--- src/rtl/eth_idma_meta_mux.sv ---
// Merges NumPorts iDMA meta-word sources onto one shared meta channel through a circular FIFO.
// Latency: a word accepted at edge N is at the FIFO head (meta_o/valid_o) in cycle N+1; no bypass.
// Backpressure: ready_o is one-hot on the granted port, all low when the FIFO is full and not popping.
// Optional AXI-Stream packet locking is compiled in with `define ETH_IDMA_META_MUX_LOCK_EN.
module eth_idma_meta_mux #(
  parameter int unsigned NumPorts     = 2,
  parameter int unsigned MetaWidth    = 128,
  parameter int unsigned FifoDepth    = 4,
  parameter int unsigned PortIdxWidth = (NumPorts > 1) ? $clog2(NumPorts) : 1
) (
  input  logic                              clk_i,
  input  logic                              rst_i,
  input  logic [NumPorts*MetaWidth-1:0]     meta_i,
  input  logic [NumPorts-1:0]               proto_i,
  input  logic [NumPorts-1:0]               last_i,
  input  logic [NumPorts-1:0]               valid_i,
  output logic [NumPorts-1:0]               ready_o,
  output logic [MetaWidth-1:0]              meta_o,
  output logic                              proto_o,
  output logic                              last_o,
  output logic [PortIdxWidth-1:0]           port_o,
  output logic                              valid_o,
  input  logic                              ready_i,
  output logic [$clog2(FifoDepth+1)-1:0]    count_o
);

  localparam int unsigned PtrWidth = $clog2(FifoDepth);
  localparam int unsigned CntWidth = $clog2(FifoDepth + 1);

  // Per-port view of the packed input word bus.
  logic [MetaWidth-1:0] meta_arr [NumPorts];

  for (genvar k = 0; k < NumPorts; k++) begin : g_unpack
    assign meta_arr[k] = meta_i[k*MetaWidth +: MetaWidth];
  end

  // FIFO storage and pointers.
  logic [MetaWidth-1:0]    meta_mem_q  [FifoDepth];
  logic [MetaWidth-1:0]    meta_mem_d  [FifoDepth];
  logic [PortIdxWidth-1:0] port_mem_q  [FifoDepth];
  logic [PortIdxWidth-1:0] port_mem_d  [FifoDepth];
  logic [FifoDepth-1:0]    proto_mem_q, proto_mem_d;
  logic [FifoDepth-1:0]    last_mem_q,  last_mem_d;
  logic [PtrWidth-1:0]     rd_ptr_q, rd_ptr_d;
  logic [PtrWidth-1:0]     wr_ptr_q, wr_ptr_d;
  logic [CntWidth-1:0]     count_q,  count_d;

  // Arbiter state.
  logic [PortIdxWidth-1:0] rr_q, rr_d;
`ifdef ETH_IDMA_META_MUX_LOCK_EN
  logic                    lock_q, lock_d;
  logic [PortIdxWidth-1:0] lock_port_q, lock_port_d;
`endif

  // Arbitration scratch.
  logic                    full;
  logic                    pop;
  logic                    can_push;
  logic                    push;
  logic                    gnt_vld;
  logic [PortIdxWidth-1:0] gnt_idx;
  logic [PortIdxWidth-1:0] gnt_nxt;
  logic [PortIdxWidth:0]   cand;
  logic [PortIdxWidth-1:0] cidx;

  // Head-of-FIFO outputs come straight from storage; valid is simply non-empty.
  assign meta_o  = meta_mem_q[rd_ptr_q];
  assign proto_o = proto_mem_q[rd_ptr_q];
  assign last_o  = last_mem_q[rd_ptr_q];
  assign port_o  = port_mem_q[rd_ptr_q];
  assign valid_o = (count_q != '0);
  assign count_o = count_q;

  // Round-robin grant from rr upward; the lock overrides it with the owning port.
  always_comb begin
    full     = (count_q == CntWidth'(FifoDepth));
    pop      = valid_o & ready_i;
    // A full FIFO can still take a word in the same cycle it hands one out.
    can_push = ~rst_i & (~full | ready_i);
    gnt_vld  = 1'b0;
    gnt_idx  = '0;
    cand     = '0;
    cidx     = '0;
    // Walk offsets from the far end down so the nearest valid port above rr wins.
    for (int i = int'(NumPorts) - 1; i >= 0; i--) begin
      cand = {1'b0, rr_q} + (PortIdxWidth+1)'(i);
      if (cand >= (PortIdxWidth+1)'(NumPorts)) begin
        cand = cand - (PortIdxWidth+1)'(NumPorts);
      end
      cidx = cand[PortIdxWidth-1:0];
      if (valid_i[cidx]) begin
        gnt_vld = 1'b1;
        gnt_idx = cidx;
      end
    end
`ifdef ETH_IDMA_META_MUX_LOCK_EN
    if (lock_q) begin
      gnt_vld = valid_i[lock_port_q];
      gnt_idx = lock_port_q;
    end
`endif
    push    = gnt_vld & can_push;
    ready_o = '0;
    if (push) begin
      ready_o[gnt_idx] = 1'b1;
    end
    gnt_nxt = (gnt_idx == PortIdxWidth'(NumPorts - 1)) ? '0 : gnt_idx + 1'b1;
  end

  // Next round-robin pointer and packet-lock state after an accepted beat.
  always_comb begin
    rr_d = rr_q;
`ifdef ETH_IDMA_META_MUX_LOCK_EN
    lock_d      = lock_q;
    lock_port_d = lock_port_q;
    if (push) begin
      if (!lock_q) begin
        rr_d = gnt_nxt;
        // An unfinished stream beat pins the grant to its port until last.
        if (proto_i[gnt_idx] && !last_i[gnt_idx]) begin
          lock_d      = 1'b1;
          lock_port_d = gnt_idx;
        end
      end else if (proto_i[gnt_idx] && last_i[gnt_idx]) begin
        // While locked the grant is always lock_port, so gnt_nxt is lock_port+1.
        lock_d = 1'b0;
        rr_d   = gnt_nxt;
      end
    end
`else
    if (push) begin
      rr_d = gnt_nxt;
    end
`endif
  end

  // FIFO write, read and occupancy update.
  always_comb begin
    meta_mem_d  = meta_mem_q;
    port_mem_d  = port_mem_q;
    proto_mem_d = proto_mem_q;
    last_mem_d  = last_mem_q;
    rd_ptr_d    = rd_ptr_q;
    wr_ptr_d    = wr_ptr_q;
    count_d     = count_q;
    if (push) begin
      meta_mem_d[wr_ptr_q]  = meta_arr[gnt_idx];
      port_mem_d[wr_ptr_q]  = gnt_idx;
      proto_mem_d[wr_ptr_q] = proto_i[gnt_idx];
      last_mem_d[wr_ptr_q]  = last_i[gnt_idx];
      wr_ptr_d              = wr_ptr_q + 1'b1;
    end
    if (pop) begin
      rd_ptr_d = rd_ptr_q + 1'b1;
    end
    case ({push, pop})
      2'b10:   count_d = count_q + 1'b1;
      2'b01:   count_d = count_q - 1'b1;
      default: count_d = count_q;
    endcase
  end

  // FIFO registers; reset clears storage so the head fields read zero.
  always_ff @(posedge clk_i) begin
    if (rst_i) begin
      for (int i = 0; i < FifoDepth; i++) begin
        meta_mem_q[i] <= '0;
        port_mem_q[i] <= '0;
      end
      proto_mem_q <= '0;
      last_mem_q  <= '0;
      rd_ptr_q    <= '0;
      wr_ptr_q    <= '0;
      count_q     <= '0;
    end else begin
      meta_mem_q  <= meta_mem_d;
      port_mem_q  <= port_mem_d;
      proto_mem_q <= proto_mem_d;
      last_mem_q  <= last_mem_d;
      rd_ptr_q    <= rd_ptr_d;
      wr_ptr_q    <= wr_ptr_d;
      count_q     <= count_d;
    end
  end

  // Arbiter registers; reset mid-packet drops any lock.
  always_ff @(posedge clk_i) begin
    if (rst_i) begin
      rr_q        <= '0;
`ifdef ETH_IDMA_META_MUX_LOCK_EN
      lock_q      <= 1'b0;
      lock_port_q <= '0;
`endif
    end else begin
      rr_q        <= rr_d;
`ifdef ETH_IDMA_META_MUX_LOCK_EN
      lock_q      <= lock_d;
      lock_port_q <= lock_port_d;
`endif
    end
  end

endmodule
--- config.mk ---
export PLATFORM = sky130hd
export DESIGN_NAME = eth_idma_meta_mux
export DESIGN_NICKNAME = d
export VERILOG_FILES = /design/src/rtl/eth_idma_meta_mux.sv
export SDC_FILE = /design/constraint.sdc
export NUM_CORES = 1
export LEC_CHECK = 0
export CAP_MARGIN = 20
export CORE_MARGIN = 10
export CORE_UTILIZATION = 30
export CTS_BUF_LIST = sky130_fd_sc_hd__clkbuf_16
export DETAILED_ROUTE_END_ITERATION = 8
export HOLD_SLACK_MARGIN = 0.12
export MAX_ROUTING_LAYER = met4
export PLACE_DENSITY = 0.48
export SYNTH_ARGS = -nofsm -noshare
export SYNTH_HDL_FRONTEND = slang
export SYNTH_SLANG_ARGS = --single-unit
export TNS_END_PERCENT = 5
--- constraint.sdc ---
create_clock -name clk_i -period 2.6 [get_ports clk_i]
set_input_delay 0.52 -clock clk_i [delete_from_list [all_inputs] [get_ports clk_i]]
set_output_delay 0.52 -clock clk_i [all_outputs]
set_load 0.02 [all_outputs]
Word level (Yosys, flattened, before mapping)
Index checks and enable logic that the tools add are counted.
{"block": "word_totals", "reg_bits": 532, "in_bits": 265, "out_inout_bits": 137, "elab_cells": 94}
{"block": "classes", "addsub": 8, "magnitude_cmp": 13, "n_eq_ne": 3, "muxes": 42, "n_bitwise": 9, "n_reduce_logical": 5}
{"cell": "$mux 128", "count": 6}
{"cell": "$bwmux 512", "count": 1}
{"cell": "$bmux 128 s2", "count": 1}
{"cell": "$demux 128 s2", "count": 1}
{"cell": "$mux 1", "count": 22}
{"cell": "$bwmux 4", "count": 3}
{"cell": "$bmux 1 s2", "count": 3}
{"cell": "$ge 3x3->1 const B", "count": 2}
{"cell": "$lt 1x2->1 const B", "count": 3}
{"cell": "$lt 2x3->1 const B", "count": 2}
{"cell": "$not 2->3", "count": 2}
{"cell": "$pmux 3 s2", "count": 1}
{"cell": "$add 2x1->2 const B", "count": 2}
{"cell": "$demux 1 s2", "count": 2}
{"cell": "$ge 2x2->1 const B", "count": 2}
{"cell": "$add 3x1->3 const B", "count": 1}
{"cell": "$and 1x1->1", "count": 3}
{"cell": "$eq 3x3->1 const B", "count": 1}
{"cell": "$logic_and 1x1->1", "count": 3}
{"cell": "$lt 3x1->1 const B", "count": 1}
{"cell": "$reduce_bool 3->1", "count": 1}
{"cell": "$sub 3x1->3 const B", "count": 1}
{"cell": "$add 1x1->2 const B", "count": 1}
{"cell": "$eq 2x1->1 const B", "count": 1}
{"cell": "12 further kinds", "count": 14}

Depth between registers and ports, before layout
{"block": "logic_depth", "depth_word": 12, "depth_mapped": 10, "mapped_depth_nobuf": 8}

Least setup slack after synthesis
No wires, ideal clock.
{"block": "synth_path", "path_type": "input-to-output", "start": "input valid_i[1]", "end": "output ready_o[1]", "t_arrival_ps": 1897, "t_required_ps": 2080, "setup_slack_ps": 183, "cell_stages": 5, "n_path_buf": 2, "path_cell_list": "buf_2 clkbuf_1 nor2_1 or3_1 nor3_1"}
{"block": "synth_via", "elab_chain_cells": 9, "elab_cells_between_ends": 15, "classes_between": "order compare (2); mux (11); bitwise (1); reduce/logical (1)"}
{"item": "start, declared", "line": "16", "text": "input logic [NumPorts-1:0] valid_i,"}
{"item": "$mux 1 (not written as such) (2 in series)", "line": "91", "text": "if (valid_i[cidx]) begin"}
{"item": "$mux 1 (2 in series)", "line": "91"}
{"item": "$lt 1x2->1 (not written as such) / $ge 1x1->1 (equally long branches)", "line": "105", "text": "ready_o[gnt_idx] = 1'b1;"}
{"item": "$logic_and 1x1->1 (not written as such)", "line": "105"}
{"item": "$mux 1 (not written as such)", "line": "105"}
{"item": "$demux 1 s1", "line": "105"}
{"item": "$mux 2 (*)", "line": "104", "text": "if (push) begin"}
{"item": "end, declared", "line": "17", "text": "output logic [NumPorts-1:0] ready_o,"}
Every way passes the cells marked *; elsewhere a longest branch is shown, timed or not. The select of a mux whose other input is x is not followed.

Final worst setup path
{"block": "layout_path", "start": "register rd_ptr_q[1]", "end": "output meta_o[52]"}
{"block": "layout_via", "elab_chain_cells": 4}
{"item": "start, declared", "line": "44", "text": "logic [PtrWidth-1:0] rd_ptr_q, rd_ptr_d;"}
{"item": "start signal, assigned", "line": "180", "text": "rd_ptr_q <= rd_ptr_d;"}
{"item": "$not 2->3 (not written as such)", "line": "67", "text": "assign meta_o = meta_mem_q[rd_ptr_q];"}
{"item": "$bmux 128 s2", "line": "67"}
{"item": "$mux 128 (not written as such) (2 in series)", "line": "67"}
{"item": "end, declared", "line": "18", "text": "output logic [MetaWidth-1:0] meta_o,"}
Every way passes these cells. The select of a mux whose other input is x is not followed.

==> reports/metrics.cfg <==
[worst_hold_path]
hp-class = in -> reg
whs_endpoint = port_mem_q[2]
worstHoldStart = valid_i[1]
hold_path_depth = 4

[floorplan]
die_h_um = 302
fp-row-count = 103
die-area_mm2 = 0.0912
die_w_um = 302
initial_core_util_pct = 30.3
core_mm2 = 0.0789
io_pins = 402

[place]
gp_congestion = 0.792
dp_cells = 3601
io_buffers = 401
dp_hpwl_um = 62500

[worst_setup_path]
path_class = reg -> out
startpoint_type = register
path_delay_family = buffers and inverters
cp.arrival_ns = 2.14
rr_startpoint = count_o[0]
cp_max_fo = 8
cpMaxStageDelayCell = mux4_2
r2r_end = meta_mem_q[439]
cpPeakStageDelay_ns = 0.56
cp_data_required_time_ns = 2.08
end_kind = primary output
r2r_setup_slack_ns = 0.34
crit_path_frequent_cell = buf_12
cp_num_buf_inv = 4
rr_worst_depth = 5
path_cells = buf_12 -> buf_12 -> buf_12 -> mux4_2 -> buf_6

[power]
sw_frac_of_total_pct = 34.8
clkPwrFrac_pct = 30.0
netSwitchingPower_uw = 10500
p_per_area_mw_per_mm2 = 945
max-vdd-ir-drop_mv = 0.410
p_int_uw = 19800
seq_power_share_pct = 32.7
leakagePower_uw = 0.0104
pwr-share-comb_pct = 37.4

[timing]
slew_violations = 0
slew_headroom_pct = 17.4
fmax_ghz = 0.377
final_critical_path_setup_slack_ns = -0.0557
worstMarginPinSlew_ns = 1.24
rsz0062_at_grt = true
timing.hold.ws_ns = 0.449
final.min_clock_period_ns = 2.66
hold_viol = 0
fin_skew_ns = 0.0254
post-route-period-util_pct = 102
setup_viol = 42

[grt]
grt_max_degree = 233
grt_pass1_vias = 23427
grt_pass1_wl_um = 152000
antenna_found_initial = 3
overflow = 0
grt_use_total_pct = 22.0

[status]
status = finished with violations
violations = setup timing

[clock_tree]
cts_buffer_depth = 3
root_buffer = clkbuf_16
numCtsBuffers = 66
postCtsHoldBufs = 0
clkSinkCount = 532
clk_latency_ns = 0.61
tritoncts = yes
clk_pin_slew_ns = 0.06
cts_max_level = 3

[synth]
syn_area_mm2 = 0.0239
syn_nets = 2623
avgSynthCellArea_um2 = 10.1
yosys_warnings = 0
synth_cell_types = 27
synth.yosys.seq_area_share_pct = 44.6
ys_ff_latch = 532
synth.largest_area_cell = dfxtp_1
synth_area_leaders = dfxtp_1 45%, a311oi_1 19%, mux4_2 12%
yosys.area.top_type_share_pct = 44.6
synth_cells = 2352

[layout]
area_delta_synth_final_pct = 34.4
fillers = 7650
final-instance-count-excl-fill = 3752
fin_nets = 2921
drive_gt1_share_pct = 19.3

[detailed_routing]
ant_nets = 0
drt_pre_antenna_iters = 6
wl_um = 102000
routedWlPerCell_um = 27.2
via_count = 23115
drt_iter0_markers = 2084
drc = 0
post_drt_via_cell_ratio = 6.16

[flow_run]
cap_violations = 0

## synth_stat cells
library cell	n
o31a_1	1
nand3b_1	1
nor2_1	10
nand3_1	130
xor2_1	3
nand4_1	4
nor4b_2	1
a311oi_1	521
mux4_2	131
buf_2	46
fa_1	1
a21oi_1	530
nor3_1	1
ha_1	5
o21ai_0	141
or4b_1	1
buf_1	61
nand2b_1	1
nor2b_1	1
or3_1	4
dfxtp_1	532
o311ai_0	1
buf_6	14
clkbuf_1	200
xnor2_1	1
o21a_1	4
inv_1	6
## routing by layer
layer	wire length, µm	global-route usage [%]
met1	42400	27.4
met3	7120	3.96
met2	49600	35.6
met4	2890	7.62
met5	0	-
## repair_timing
| item | in CTS | in global routing |
|---|---|---|
| resized for setup | 518 | 137 |
| setup endpoints to repair | 133 | 117 |
| gates cloned | 3 | 2 |
| pin swaps | 0 | 0 |
| buffers inserted | 8 | 18 |
## power by group through the flow
| stage | combinational, µW | clock [µW] | sequential [µW] |
|---|---|---|---|
| 6_report | 11300 | 9080 | 9900 |
| 2_1_floorplan | 6180 | 0 | 9900 |
| 5_1_grt | 12000 | 9620 | 10000 |
| 3_3_place_gp | 11000 | 0 | 10100 |
| 3_5_place_dp | 11100 | 0 | 10100 |
| 4_1_cts | 11000 | 9300 | 9880 |
## stage by stage
stage          total power [µW]  util, %  setup TNS (ns)  cell area (µm²)  setup slack, ns
6_report                  30300     40.7          -0.981            32100          -0.0557
5_1_grt                   31700     40.7           -5.25            32100           -0.121
4_1_cts                   30200     40.4           -8.97            31800           -0.224
3_5_place_dp              21200     37.7          -18.72            29700           -0.328
3_3_place_gp              21100     37.7           -3.48            29700           -0.324
2_1_floorplan             16100        -               0            23900            0.183
## worst reg2reg max path, delay by kind of cell (launching register included)
kind,cells,cell delay [ns]
flip-flops,1,0.32
AO/OA/AOI/OAI,2,0.71
buffers and inverters,2,0.42
AND/OR/NAND/NOR,1,0.64
## cells in the final DEF (no fill, tap or decap), types with 3 or more instances in the layout
master and instances:
a21oi_1 530, dfxtp_1 530, a311oi_1 521, clkdlybuf4s50_1 266, o21ai_0 141, mux4_2 131, nand3_1 130, buf_12 74
clkbuf_16 71, buf_4 65, buf_6 62, buf_2 55, inv_1 18, clkinv_1 12, clkbuf_2 11, clkinv_2 10
buf_16 9, nor2_1 6, ha_1 5, bufinv_16 5, or3_1 4, nor2_4 4, o21a_4 4, nand4_1 4
clkdlybuf4s15_2 4, diode_2 3, xor2_1 3, clkinv_8 3
## kinds of logic after synthesis
group                      Yosys count  share of synthesized area (%)
AOI/OAI and AO/OA                 1198                           33.4
xor gates and xnor gates             4                          0.147
adders and majority gates            6                          0.346
buffers and inverters              327                           5.82
DFF                                532                           44.6
muxes                              131                           12.4
and+or+nand+nor                    154                           3.30
## area by class of cell
type	instances	area [µm²]	area share [%]
multi-input cells	1493	11900	37.1
flip-flops and latches	532	10700	33.2
clock buffers	69	1730	5.38
inverters	6	25.0	0.0780
clock inverters	48	388	1.21
diodes	3	7.51	0.0234
well taps	1050	1310	4.09
repair buffers	551	6060	18.9
## how the worst max path moves through the flow
stage	slack [ns]	to	cells past startpoint	startpoint
6_report	-0.06	meta_o[52]	5	rd_ptr_q[1]
5_1_grt	-0.12	meta_o[54]	5	rd_ptr_q[1]
4_1_cts	-0.22	meta_o[93]	5	rd_ptr_q[1]
3_5_place_dp	-0.33	ready_o[1]	5	ready_i
3_3_place_gp	-0.32	ready_o[1]	5	ready_i
2_1_floorplan	0.18	ready_o[1]	5	valid_i[1]
## sequential cells by signal, summed over array words and instances (netlist names)
signal       flops
last_mem_q       4
proto_mem_q      4
wr_ptr_q         2
count_o          3
meta_mem_q     512
port_mem_q       4
rr_q             1
rd_ptr_q         2
Power figures use the tool's default switching activity.
